===== config.mk =====
export PLATFORM = sky130hd
export DESIGN_NAME = nios_system_pio_out_pulse
export DESIGN_NICKNAME = d
export VERILOG_FILES = /design/src/rtl/pio_out_pkg.sv /design/src/rtl/pio_pulse_timer.sv /design/src/rtl/nios_system_pio_out_pulse.sv
export SDC_FILE = /design/constraint.sdc
export NUM_CORES = 1
export LEC_CHECK = 0
export ABC_AREA = 1
export ABC_CLOCK_PERIOD_IN_PS = 2000
export BUFFER_PORTS_ARGS = -buffer_cell sky130_fd_sc_hd__buf_2
export CORE_MARGIN = 2
export CORE_UTILIZATION = 55
export CTS_CLUSTER_DIAMETER = 80
export CTS_CLUSTER_SIZE = 8
export DETAILED_ROUTE_END_ITERATION = 10
export PLACE_DENSITY = 0.8
export SYNTH_ARGS = -nofsm -noshare
export SYNTH_HDL_FRONTEND = slang
export SYNTH_SLANG_ARGS = --single-unit

===== constraint.sdc =====
create_clock -name clk -period 2 [get_ports clk]
set_input_delay 0.2 -clock clk [delete_from_list [all_inputs] [get_ports clk]]
set_output_delay 0.2 -clock clk [all_outputs]
set_load 0.02 [all_outputs]

===== src/rtl/pio_out_pkg.sv =====
// Shared constants for the pulse-capable output PIO: register map, STATUS bit
// positions and the one-shot timer state encoding.
package pio_out_pkg;

  localparam logic [2:0] ADDR_DATA      = 3'd0;
  localparam logic [2:0] ADDR_STATUS    = 3'd1;
  localparam logic [2:0] ADDR_PULSE_LEN = 3'd2;
  localparam logic [2:0] ADDR_PULSE     = 3'd3;
  localparam logic [2:0] ADDR_OUTSET    = 3'd4;
  localparam logic [2:0] ADDR_OUTCLEAR  = 3'd5;
  localparam logic [2:0] ADDR_IRQ_MASK  = 3'd6;

  localparam int STATUS_BUSY    = 0;
  localparam int STATUS_DONE    = 1;
  localparam int STATUS_OVERRUN = 2;

  typedef enum logic {
    ST_IDLE   = 1'b0,
    ST_ACTIVE = 1'b1
  } pulse_state_e;

endpackage


===== src/rtl/pio_pulse_timer.sv =====
// One-shot inversion timer: holds the active mask for exactly i_len clocks,
// then raises a sticky done flag; a start while busy only flags overrun.
//
// state     | meaning
// ST_IDLE   | no pulse running, active mask is zero
// ST_ACTIVE | mask applied, counter counting down to 1
module pio_pulse_timer
  import pio_out_pkg::*;
#(
  parameter int WIDTH       = 10,
  parameter int PULSE_CNT_W = 16
) (
  input  logic                   clk,
  input  logic                   rst_n,
  input  logic                   i_start,
  input  logic [WIDTH-1:0]       i_mask,
  input  logic [PULSE_CNT_W-1:0] i_len,
  input  logic                   i_clear,
  output logic                   o_busy,
  output logic                   o_done,
  output logic                   o_overrun,
  output logic [WIDTH-1:0]       o_active_mask
);

  pulse_state_e           r_state, w_state_nxt;
  logic [PULSE_CNT_W-1:0] r_cnt, w_cnt_nxt;
  logic [WIDTH-1:0]       r_mask, w_mask_nxt;
  logic                   r_done, w_done_nxt;
  logic                   r_overrun, w_overrun_nxt;

  always_ff @(posedge clk or negedge rst_n) begin
    if (!rst_n) begin
      r_state   <= ST_IDLE;
      r_cnt     <= '0;
      r_mask    <= '0;
      r_done    <= 1'b0;
      r_overrun <= 1'b0;
    end else begin
      r_state   <= w_state_nxt;
      r_cnt     <= w_cnt_nxt;
      r_mask    <= w_mask_nxt;
      r_done    <= w_done_nxt;
      r_overrun <= w_overrun_nxt;
    end
  end

  // Flag sets are applied after the clear so a coincident set wins.
  always_comb begin
    w_state_nxt   = r_state;
    w_cnt_nxt     = r_cnt;
    w_mask_nxt    = r_mask;
    w_done_nxt    = i_clear ? 1'b0 : r_done;
    w_overrun_nxt = i_clear ? 1'b0 : r_overrun;
    case (r_state)
      ST_IDLE: begin
        if (i_start && (i_len != '0) && (i_mask != '0)) begin
          w_mask_nxt  = i_mask;
          w_cnt_nxt   = i_len;
          w_state_nxt = ST_ACTIVE;
        end
      end
      ST_ACTIVE: begin
        if (i_start) w_overrun_nxt = 1'b1;
        if (r_cnt == PULSE_CNT_W'(1)) begin
          w_mask_nxt  = '0;
          w_cnt_nxt   = '0;
          w_done_nxt  = 1'b1;
          w_state_nxt = ST_IDLE;
        end else begin
          w_cnt_nxt = r_cnt - PULSE_CNT_W'(1);
        end
      end
      default: w_state_nxt = ST_IDLE;
    endcase
  end

  assign o_busy        = (r_state == ST_ACTIVE);
  assign o_done        = r_done;
  assign o_overrun     = r_overrun;
  assign o_active_mask = r_mask;

endmodule


===== src/rtl/nios_system_pio_out_pulse.sv =====
// Avalon-MM output PIO with set/clear and a hardware one-shot inversion pulse.
// Define PIO_OUT_PULSE_IRQ_EN to add the IRQ_MASK register and the done IRQ.
module nios_system_pio_out_pulse
  import pio_out_pkg::*;
#(
  parameter int               WIDTH       = 10,
  parameter int               PULSE_CNT_W = 16,
  parameter logic [WIDTH-1:0] RESET_VALUE = '0
) (
  input  logic             clk,
  input  logic             reset_n,
  input  logic [2:0]       address,
  input  logic             chipselect,
  input  logic             write_n,
  input  logic [31:0]      writedata,
  output logic [31:0]      readdata,
  output logic [WIDTH-1:0] out_port,
  output logic             irq
);

  logic                   w_wr;
  logic                   w_start;
  logic                   w_clear;
  logic [WIDTH-1:0]       r_data;
  logic [PULSE_CNT_W-1:0] r_pulse_len;
  logic                   w_busy;
  logic                   w_done;
  logic                   w_overrun;
  logic [WIDTH-1:0]       w_active_mask;
  logic [31:0]            w_rd;
  logic                   w_unused_wd;

  assign w_wr    = chipselect & ~write_n;
  assign w_start = w_wr && (address == ADDR_PULSE);
  assign w_clear = w_wr && (address == ADDR_STATUS);
  // Upper writedata bits beyond WIDTH/PULSE_CNT_W are architecturally ignored.
  assign w_unused_wd = &writedata;

  always_ff @(posedge clk or negedge reset_n) begin
    if (!reset_n) begin
      r_data      <= RESET_VALUE;
      r_pulse_len <= '0;
    end else if (w_wr) begin
      case (address)
        ADDR_DATA:      r_data      <= writedata[WIDTH-1:0];
        ADDR_OUTSET:    r_data      <= r_data | writedata[WIDTH-1:0];
        ADDR_OUTCLEAR:  r_data      <= r_data & ~writedata[WIDTH-1:0];
        ADDR_PULSE_LEN: r_pulse_len <= writedata[PULSE_CNT_W-1:0];
        default: ;
      endcase
    end
  end

  pio_pulse_timer #(
    .WIDTH       (WIDTH),
    .PULSE_CNT_W (PULSE_CNT_W)
  ) u_timer (
    .clk           (clk),
    .rst_n         (reset_n),
    .i_start       (w_start),
    .i_mask        (writedata[WIDTH-1:0]),
    .i_len         (r_pulse_len),
    .i_clear       (w_clear),
    .o_busy        (w_busy),
    .o_done        (w_done),
    .o_overrun     (w_overrun),
    .o_active_mask (w_active_mask)
  );

`ifdef PIO_OUT_PULSE_IRQ_EN
  logic r_irq_en;

  always_ff @(posedge clk or negedge reset_n) begin
    if (!reset_n)                               r_irq_en <= 1'b0;
    else if (w_wr && address == ADDR_IRQ_MASK)  r_irq_en <= writedata[0];
  end

  assign irq = w_done & r_irq_en;
`else
  assign irq = 1'b0;
`endif

  always_comb begin
    w_rd = '0;
    case (address)
      ADDR_DATA:      w_rd[WIDTH-1:0] = r_data;
      ADDR_STATUS: begin
        w_rd[STATUS_BUSY]    = w_busy;
        w_rd[STATUS_DONE]    = w_done;
        w_rd[STATUS_OVERRUN] = w_overrun;
      end
      ADDR_PULSE_LEN: w_rd[PULSE_CNT_W-1:0] = r_pulse_len;
      ADDR_PULSE:     w_rd[WIDTH-1:0] = w_active_mask;
`ifdef PIO_OUT_PULSE_IRQ_EN
      ADDR_IRQ_MASK:  w_rd[0] = r_irq_en;
`endif
      default: w_rd = '0;
    endcase
  end

  always_ff @(posedge clk or negedge reset_n) begin
    if (!reset_n) readdata <= '0;
    else          readdata <= w_rd;
  end

  assign out_port = r_data ^ w_active_mask;

endmodule


# Yosys cells after proc, flatten, opt, wreduce, memory -nomap -nowiden
# Cells that the tools add are included.
[totals]
ff_bits = 71
input_bits = 39
output_inout_bits = 43
elab_cells = 54
[classes]
add_sub_neg = 1
n_eq_ne = 8
muxes = 19
bitwise = 7
n_reduce_logical = 11
[op_table]
columns = ["op", "count"]
rows = [
  ["$mux 16", 2],
  ["$pmux 16 s2", 1],
  ["$pmux 10 s3", 1],
  ["$pmux 7 s3", 1],
  ["$mux 10", 2],
  ["$pmux 10 s2", 1],
  ["$eq 16x1->1 const B", 1],
  ["$reduce_bool 16->1", 1],
  ["$sub 16x1->16 const B", 1],
  ["$pmux 3 s4", 1],
  ["$and 10x10->10", 1],
  ["$not 10->10", 1],
  ["$or 10x10->10", 1],
  ["$reduce_bool 10->1", 1],
  ["$xor 10x10->10", 1],
  ["$mux 1", 8],
  ["$eq 3x2->1 const B", 2],
  ["$eq 3x3->1 const B", 2],
  ["$mux 6", 1],
  ["$reduce_and 2->1", 3],
  ["$logic_and 1x1->1", 4],
  ["$eq 3x1->1 const B", 1],
  ["$logic_not 3->1", 1],
  ["$reduce_bool 3->1", 1],
  ["other kinds (5)", 6],
]

# Logic depth before layout (Yosys ltp)
[logic_depth]
word_depth = 7
depth_mapped = 10
mapped_depth_nobuf = 9

# By module
# Synthesis repeated with hierarchy kept, for this count alone.
[unflattened]
cells_unflattened = 506
hier_area_um2 = 4041.4
[by_module_without_submodules]
columns = ["module", "instances", "cells_per_inst", "area_per_inst_um2", "seq_area_each_um2"]
rows = [
  ["nios_system_pio_out_pulse", 1, 251, 2100.8, 1051.0],
  ["pio_pulse_timer", 1, 255, 1940.6, 725.7],
]

# Least setup slack after synthesis
# Ideal clock, no wire load.
[synth_timing]
kind = "reg-to-reg"
startpoint = "register u_timer.r_cnt[1]"
endpoint = "register u_timer.r_mask[1] (netlist: u_timer.o_active_mask[1])"
setup_time_ns = 0.117
arrival_ns = 1.265
required_ns = 1.883
path_slack_ns = 0.618
path_stages_with_launch = 11
path_buffers = 1
period_less_slack_ns = 1.382
cell_sequence = "dfrtp_1 > inv_1 > ha_1 > inv_1 > nor2_1 > nand4_1 > nor2_4 > nand2_2 > buf_6 > nand3_2 > nand2_1"
[synth_between]
elab_chain_len = 3
[synth_rtl]
columns = ["element", "line_no", "source"]
rows = [
  ["from (decl)", "pio_pulse_timer.sv:26", "logic [PULSE_CNT_W-1:0] r_cnt, w_cnt_nxt;"],
  ["from (signal assigned)", "pio_pulse_timer.sv:40", "r_cnt <= w_cnt_nxt;"],
  ["$eq 16x1->1", "pio_pulse_timer.sv:64", "if (r_cnt == PULSE_CNT_W'(1)) begin"],
  ["$ne 2x2->1 (no line)", "--", ""],
  ["$reduce_and 2->1 (no line)", "--", ""],
  ["to (signal assigned)", "pio_pulse_timer.sv:41", "r_mask <= w_mask_nxt;"],
  ["to (decl)", "pio_pulse_timer.sv:27", "logic [WIDTH-1:0] r_mask, w_mask_nxt;"],
]
# Every way passes these cells.
# A chain may end at the register's enable or synchronous reset.

# Worst setup path after layout
[layout_timing]
startpoint = "register u_timer.r_cnt[1]"
endpoint = "register u_timer.r_mask[0] (netlist: u_timer.o_active_mask[0])"
# Same word-level chain as after synthesis.

==> results.ini <==
[floorplanning]
dieHeight_microns=88.98
pin_count=82
rows=30
initial_core_util_pct=57.50
core_sq_mm=0.006907
die_width_microns=88.98
dieArea_sq_mm=0.007917

[run_status]
status=finished, violations left
violations=DRC

[worst_setup_path]
crit_type=flip-flop to flip-flop
path_max_fanout=11
crit_path_end_kind=flip-flop
crit_start=u_timer.r_cnt[1]
rr_startpoint=u_timer.r_cnt[1]
crit_required_ps=2240
startpoint_type=flip-flop
crit_arrival_ps=1890

[clock_tree]
cts_buffers=9
clk_path_buf_depth=2
path_clk_slew_ps=80
postCtsSetupBuffers=0
cts_root_buf=clkbuf_8
cts_sinks=71
cts_tree=yes
htree_levels=3
clock_latency_ps=350

[drt]
wl_per_cell_microns=15.16
wl_met1_microns=4101
wl_met3_microns=574
vias_per_cell=5.510
drt-total-wl_microns=9276
drtIter0Drc=306
drt_first_pass_iters=8
vias=3372
ant_nets=0
top_layer=met4
drc=1
wl_met2_microns=4459

[synthesis]
yosysMostFrequentCell=nand2_1
ys_async_sr_fraction_pct=100.0
yosys.area.top_type=dfrtp_1
synthesis.area_sq_mm=0.003971
avgSynthCellArea_sq_um=8.596
ys_warn_count=0
synthTopCellsByArea=dfrtp_1, nand3_2, nand2_1, nand3_1, nand4_1
synth_edf_count=0
ys.flop_type=dfrtp_1
ys_seq_area_share_pct=44.74
yosysUniqueCellTypes=31
synth_seq_cells=71
postSynthCellCount=462
synthTopCellsByCount=nand2_1, dfrtp_1, inv_1
netlist.area_leader.share_pct=44.74

[timing]
fin_crit_ps=1647
setup_violations=0
fin_ws_ps=353.2
layout_worst_path_cycle_share_pct=82.34
slew_viol_final=0
max_freq_mhz=607.2
tightest_slew_ps=586.5
grt_setup_unrepaired=no
maxSlewHeadroom_pct=60.79
tns_ps=0
skew_ps=9.023
hold_viol_final=0

[place]
dpl.hpwl_microns=6562
place.gp.congestion=0.8677
io_buffers=48
place_ws_ps=294.0

[power]
power.switching_w=0.001022
p_int_w=0.002317
p_leak_nw=2.156
pwr-share-comb_pct=15.1
p_sw_share_pct=30.60
power_density_mw_per_mm2=754.0
ir_worst_vdd_uv=529.8
clock_power_share_pct=34.1
pwr-share-seq_pct=50.8

[final_layout]
nets=552
drive_above_1_share_pct=24.22
antennaDiodeCount=0
fillers=597
seqCellArea_sq_mm=0.001777
area_growth_pct=11.50
multi_input_area_sq_mm=0.001821

[global_routing]
grt_max_degree=72
overflow=0
grt_pass1_wl_microns=15440
antenna_found_initial=0
grt_pass1_vias=3221
track_usage_pct=25.34

[worst_hold_path]
hold_path.startpoint=writedata[13]
hold_class=input pin to flip-flop

[run]
cap_violations=0

final cells by class:
class,instances,share of cell area (%)
sequential,71,40.12
timing repair buffer,58,7.460
multi-input combinational,322,41.11
tap,96,2.713
clock inverter,7,1.639
clock buffer,9,2.797
inverter,49,4.154
cell usage in the layout (no fill, tap or decap):
cell type,n
nor2_8,1
xor2_1,13
nor2_1,45
o211ai_1,3
nand2_2,4
buf_4,8
clkinvlp_4,2
nand4_1,28
ha_1,2
clkinv_4,1
nor2_2,8
bufinv_16,1
clkbuf_8,9
o21bai_1,1
nand3_1,36
nand3_2,29
inv_6,1
inv_2,3
dlygate4sd3_1,1
o21ai_1,1
nand2_4,2
conb_1,17
o211ai_2,1
xnor2_1,1
o221ai_1,1
clkinv_2,2
a21oi_1,16
a21oi_4,1
nand2_1,72
dfrtp_1,71
inv_1,46
buf_12,1
a22oi_1,9
nor2_4,3
buf_2,48
o21ai_0,18
o22ai_1,10
through the flow:
step                total power, W  hold slack (ps)  cell area, sq um  instances  utilization [%]
floorplan                 0.002030           -95.59              4031        478                -
global placement          0.002198            260.5              4222        595            61.12
detailed placement        0.002219            256.1              4222        595            61.12
global route              0.003510            99.64              4428        612            64.11
finish                    0.003339            95.30              4428        612            64.11
CTS                       0.003363            83.24              4428        612            64.11
per-layer routing:
| metal | vias to the layer above | GRT usage [%] |
|---|---|---|
| met5 | - | 0 |
| met4 | 0 | 8.005 |
| met3 | 19 | 5.817 |
| met2 | 131 | 39.89 |
| met1 | 1618 | 35.23 |
| li1 | 1604 | - |
registers in the layout, indices dropped and copies added (netlist names):
name,flops
r_pulse_len,16
readdata,16
u_timer.r_cnt,16
r_data,10
u_timer.o_active_mask,10
u_timer.o_busy,1
u_timer.o_done,1
u_timer.o_overrun,1
power by group through the flow:
stage	clock [W]	combinational, W	sequential [W]
2_1_floorplan	0	0.000324	0.00171
3_3_place_gp	0	0.000486	0.00171
3_5_place_dp	0	0.000499	0.00172
4_1_cts	0.00117	0.000505	0.00169
5_1_grt	0.00123	0.000567	0.00171
6_report	0.00114	0.000505	0.00170
worst max-delay path, cell delays in order, from the launching register on:
cell,delay [ps]
dfrtp_1,420
inv_1,90
ha_1,160
inv_1,40
nor2_1,80
nand4_1,130
nor2_4,170
nand2_2,230
nand3_1,160
nand2_1,60
final timing paths:
path	end	slack, ps	cells past startpoint
min in group asynchronous	u_timer.r_cnt[15]	400	3
max reg2reg	u_timer.o_active_mask[0]	350	9
min	r_pulse_len[13]	100	3
max	u_timer.o_active_mask[0]	350	9
min reg2reg	u_timer.o_done	490	2
max in group asynchronous	r_data[9]	1300	3
cells by family after synthesis:
| kind of cell | after synthesis | synth area share [%] |
|---|---|---|
| AOI/OAI and AO/OA | 61 | 9.389 |
| adders and majority gates | 2 | 0.6300 |
| and+or+nand+nor | 228 | 31.13 |
| buffers and inverters | 85 | 10.93 |
| other | 1 | 0.09443 |
| DFF | 71 | 44.74 |
| xor gates and xnor gates | 14 | 3.088 |
repair_timing:
item,CTS,global route
hold buffers,1,0
endpoints found under the hold margin,71,0
resized for setup,0,0
No activity file was read; power rests on OpenSTA's default activity.
